$ cat config.mk
export PLATFORM = sky130hd
export DESIGN_NAME = comparator_seq
export DESIGN_NICKNAME = d
export VERILOG_FILES = /design/src/rtl/comparator_seq.sv
export SDC_FILE = /design/constraint.sdc
export NUM_CORES = 1
export LEC_CHECK = 0
export ABC_AREA = 1
export CELL_PAD_IN_SITES_DETAIL_PLACEMENT = 1
export CELL_PAD_IN_SITES_GLOBAL_PLACEMENT = 2
export CORE_ASPECT_RATIO = 1.5
export CORE_UTILIZATION = 34
export DETAILED_ROUTE_END_ITERATION = 8
export MAX_ROUTING_LAYER = met4
export PLACE_DENSITY = 0.84
export SLEW_MARGIN = 20
export SYNTH_ARGS = -nofsm -noshare
export SYNTH_HDL_FRONTEND = slang
export SYNTH_SLANG_ARGS = --single-unit
$ cat constraint.sdc
create_clock -name clk -period 4.7 [get_ports clk]
set_input_delay 1.41 -clock clk [delete_from_list [all_inputs] [get_ports clk]]
set_output_delay 1.41 -clock clk [all_outputs]
set_load 0.01 [all_outputs]
$ cat src/rtl/comparator_seq.sv
// comparator_seq: sequential magnitude comparator that walks two WIDTH-bit
// operands CHUNK bits per clock, most significant chunk first, and stops
// at the first chunk that differs.
//
// Parameters
//   WIDTH : operand width in bits (must be a multiple of CHUNK)
//   CHUNK : bits compared per cycle (CHUNK == WIDTH gives single-cycle compare)
//
// Ports
//   clk         : rising-edge clock
//   rst         : asynchronous active-high reset
//   start       : accept a/b/signed_mode when idle
//   signed_mode : 1 = two's-complement operands, 0 = unsigned
//   a, b        : operands, sampled only at acceptance
//   busy        : comparison in progress
//   done        : one-cycle pulse, result valid
//   great/equal/less : one-hot result, held until the next accepted start
module comparator_seq #(
  parameter int WIDTH = 16,
  parameter int CHUNK = 4
) (
  input  logic             clk,
  input  logic             rst,
  input  logic             start,
  input  logic             signed_mode,
  input  logic [WIDTH-1:0] a,
  input  logic [WIDTH-1:0] b,
  output logic             busy,
  output logic             done,
  output logic             great,
  output logic             equal,
  output logic             less
);

  localparam int N     = WIDTH / CHUNK;
  localparam int IDX_W = (N > 1) ? $clog2(N) : 1;

  typedef enum logic {
    IDLE = 1'b0,
    CMP  = 1'b1
  } state_t;

  state_t             state_q, state_d;
  logic [IDX_W-1:0]   idx_q, idx_d;
  logic [WIDTH-1:0]   a_q, a_d;
  logic [WIDTH-1:0]   b_q, b_d;
  logic               smode_q, smode_d;
  logic               great_q, great_d;
  logic               equal_q, equal_d;
  logic               less_q, less_d;
  logic               done_q, done_d;

  logic [WIDTH-1:0]   a_sh, b_sh;
  logic [CHUNK-1:0]   ca, cb;
  logic               last_chunk;

  // Current chunk: shift the latched operands so chunk idx lands at the top.
  // In signed mode the sign bit of the top chunk is flipped, turning
  // two's-complement ordering into plain unsigned (offset-binary) ordering.
  always_comb begin
    a_sh = a_q << (CHUNK * int'(idx_q));
    b_sh = b_q << (CHUNK * int'(idx_q));
    ca   = a_sh[WIDTH-1 -: CHUNK];
    cb   = b_sh[WIDTH-1 -: CHUNK];
    if (smode_q && (idx_q == '0)) begin
      ca[CHUNK-1] = ~ca[CHUNK-1];
      cb[CHUNK-1] = ~cb[CHUNK-1];
    end
    last_chunk = (idx_q == IDX_W'(N - 1));
  end

  // State register (control flops reset asynchronously)
  always_ff @(posedge clk or posedge rst) begin
    if (rst) begin
      state_q <= IDLE;
      idx_q   <= '0;
      great_q <= 1'b0;
      equal_q <= 1'b0;
      less_q  <= 1'b0;
      done_q  <= 1'b0;
    end else begin
      state_q <= state_d;
      idx_q   <= idx_d;
      great_q <= great_d;
      equal_q <= equal_d;
      less_q  <= less_d;
      done_q  <= done_d;
    end
  end

  // Operand holding registers carry data only; they need no reset because
  // they are always reloaded on acceptance before being used.
  always_ff @(posedge clk) begin
    a_q     <= a_d;
    b_q     <= b_d;
    smode_q <= smode_d;
  end

  // Next-state logic
  always_comb begin
    state_d = state_q;
    case (state_q)
      IDLE: if (start) state_d = CMP;
      CMP:  if ((ca != cb) || last_chunk) state_d = IDLE;
      default: state_d = IDLE;
    endcase
  end

  // Datapath / result next values
  always_comb begin
    idx_d   = idx_q;
    a_d     = a_q;
    b_d     = b_q;
    smode_d = smode_q;
    great_d = great_q;
    equal_d = equal_q;
    less_d  = less_q;
    done_d  = 1'b0;
    case (state_q)
      IDLE: begin
        if (start) begin
          a_d     = a;
          b_d     = b;
          smode_d = signed_mode;
          great_d = 1'b0;
          equal_d = 1'b0;
          less_d  = 1'b0;
          idx_d   = '0;
        end
      end
      CMP: begin
        if (ca > cb) begin
          great_d = 1'b1;
          done_d  = 1'b1;
        end else if (ca < cb) begin
          less_d  = 1'b1;
          done_d  = 1'b1;
        end else if (last_chunk) begin
          equal_d = 1'b1;
          done_d  = 1'b1;
        end else begin
          idx_d = idx_q + 1'b1;
        end
      end
      default: ;
    endcase
  end

  // Outputs
  always_comb begin
    busy  = (state_q == CMP);
    done  = done_q;
    great = great_q;
    equal = equal_q;
    less  = less_q;
  end

endmodule

==> flow_summary.toml <==
[synthesis]
synth_cells = 137
synth.ff_latch_count = 40
yosys-top-cells-area = "edfxtp_1, dfrtp_1, nand2_1"
synth_area_sq_um = 1710
synth.distinct_cells = 24
synth_area_leader_cell = "edfxtp_1"
synth_fp_nets = 179
synth.top_cell.area_share_pct = 58.0
synth_area_per_cell_sq_um = 12.5
ys_seq_area_share_pct = 68.3
yosys_warnings = 0

[timing]
tightest_slew_ns = 0.739
fin_crit_ns = 2.79
slew_headroom_pct = 50.7
rsz0062_at_grt = "no"
max_freq_mhz = 359
drv_slew = 0
finalClockSkew_ns = 0.00751
hold_viol_final = 0
setup_viol = 0
holdWs_ns = 0.490
tns_ns = 0
fin_crit_sh_pct = 59.3

[global_routing]
grt_antenna_before_repair = 0
grtUsageTotal_pct = 14.9
grt_pass1_wl_mm = 5.42
grt_max_degree = 35
grt_overflow = 0
grt_pass1_vias = 1176

[setup_path]
cp_slowest_cell = "clkdlybuf4s50_1"
cp_cell_sequence = "clkdlybuf4s50_1"
critPathRequiredTime_ns = 3.29
cp_slowest_stage_delay_ns = 0.59
cp_max_fo = 7
cp-start-kind = "flop"
critPathTopFamily = "buffers and inverters"
arrival_ns = 1.38
setup.worst_path.class = "flop to output pin"
crit_path_end_kind = "output pin"
cp.buffers_inverters = 1

[detailed_routing]
initialDrtViolationCount = 23
drcViolationCount = 0
routedWlPerCell_um = 13.9
firstDrtPassIters = 4
viasPerCell = 4.65
ant_nets = 0
vias = 1154
routed_wl_mm = 3.44

[min_path]
min_path_type = "flop to flop"

[die]
core_sq_um = 4810
die_w_um = 59.9
die_h_um = 88.8
num_io_pins = 41
start_util_pct = 35.5
die-area_sq_um = 5320
rows = 31

[clock_network]
cts_hold_buf = 0
root_buffer = "clkbuf_8"
cts_made_buffers = 5
clk_latency_ns = 0.29
cts_tree = "done"
cts_setup_buffers = 0
clock-sinks = 40
post_cts_resized = 0
clock_path_buffers = 2
clk_pin_slew_ns = 0.08
cts.htree.levels = 2

[status]
status = "finished, final reports clean"

[cells_and_area]
fillers = 538
register_area_sq_um = 1170
top_regs = "a_q: 16 flops, b_q: 16 flops, idx_q: 2 flops"
syn_to_final_growth_pct = 32.8
mostFrequentLayoutCell = "clkdlybuf4s50_1"
diodes = 0
nNetsFinal = 223
multi_input_area_sq_um = 462
drive_above_1_share_pct = 9.89
final_cell_mix = "clkdlybuf4s50_1, nand2_1, edfxtp_1"

[placement]
hpwlAfterDp_mm = 2.47
port_buffers = 40
gp_congestion = 0.784

[pwr]
p_leak_nw = 0.877
vdd_drop_max_mv = 0.175
p_per_area_nw_per_um2 = 530

[flow_run]
maxCapViolations = 0
-- cells in the mapped netlist --
cell type and number:
edfxtp_1 33, nand2_1 33, dfrtp_1 7, inv_1 7, nor2_1 7, ha_1 6, nand3_1 6, o21ai_0 6
a21oi_1 5, nand2_2 4, a32o_1 3, o21ai_1 3, o22ai_1 3, buf_4 2, buf_6 2, inv_2 2
a31oi_1 1, inv_6 1, nand2_4 1, nand3_2 1, nand4_1 1, nor2_4 1, xnor2_1 1, xor2_1 1
-- cell families after synthesis --
kind of cell | after synthesis | share of synthesized area [%]
AO/OA/AOI/OAI | 21 | 7.33
XOR/XNOR | 2 | 1.03
adder cells (fa/ha/maj) | 6 | 4.40
buffers and inverters | 14 | 4.69
flip-flops | 40 | 68.3
AND/OR/NAND/NOR | 54 | 14.3
-- layer usage --
| metal | wire, um | share of wire (%) | up-vias | global-route usage (%) |
|---|---|---|---|---|
| li1 | - | - | 566 | - |
| met1 | 1380 | 40 | 554 | 15.1 |
| met2 | 1890 | 55 | 27 | 26.3 |
| met3 | 115 | 3.3 | 7 | 3.07 |
| met4 | 61 | 1.8 | 0 | 7.61 |
| met5 | 0 | 0 | - | - |
-- cell type report --
cell class	instances	share of cell area, %
tap	66	3.64
sequential	40	51.4
clock inverter	2	1.54
multi-input combinational	83	20.4
clock buffer	6	3.20
timing repair buffer	41	18.0
inverter	10	1.88
-- worst paths after layout --
kind | depth (start not counted) | startpoint | slack [ns] | endpoint
hold reg to reg | 2 | great | 0.49 | great
setup / recovery | 1 | busy | 1.91 | busy
setup reg to reg | 12 | idx_q[0] | 2.14 | idx_q[0]
max in group asynchronous | 2 | rst | 3.14 | done
hold / removal | 2 | great | 0.49 | great
min in group asynchronous | 2 | rst | 1.34 | equal
-- power breakdown --
part	internal, mW	switching, mW	leakage [nW]
Clock	0.158	0.116	0.0552
Combinational	0.174	0.239	0.417
Sequential	0.465	0.0513	0.405
-- through the flow --
stage                     std cells  cell area (sq um)  power, mW  setup WS (ns)  util (%)
after global routing            248               2270       1.29           1.84      47.2
final                           248               2270       1.20           1.91      47.2
after floorplan                 137               1710      0.809           2.18         -
after CTS                       248               2270       1.22           1.89      47.2
after detailed placement        240               2160      0.946           1.88      44.9
after global placement          240               2160      0.920           1.95      44.9
(Power assumes the default switching activity.)
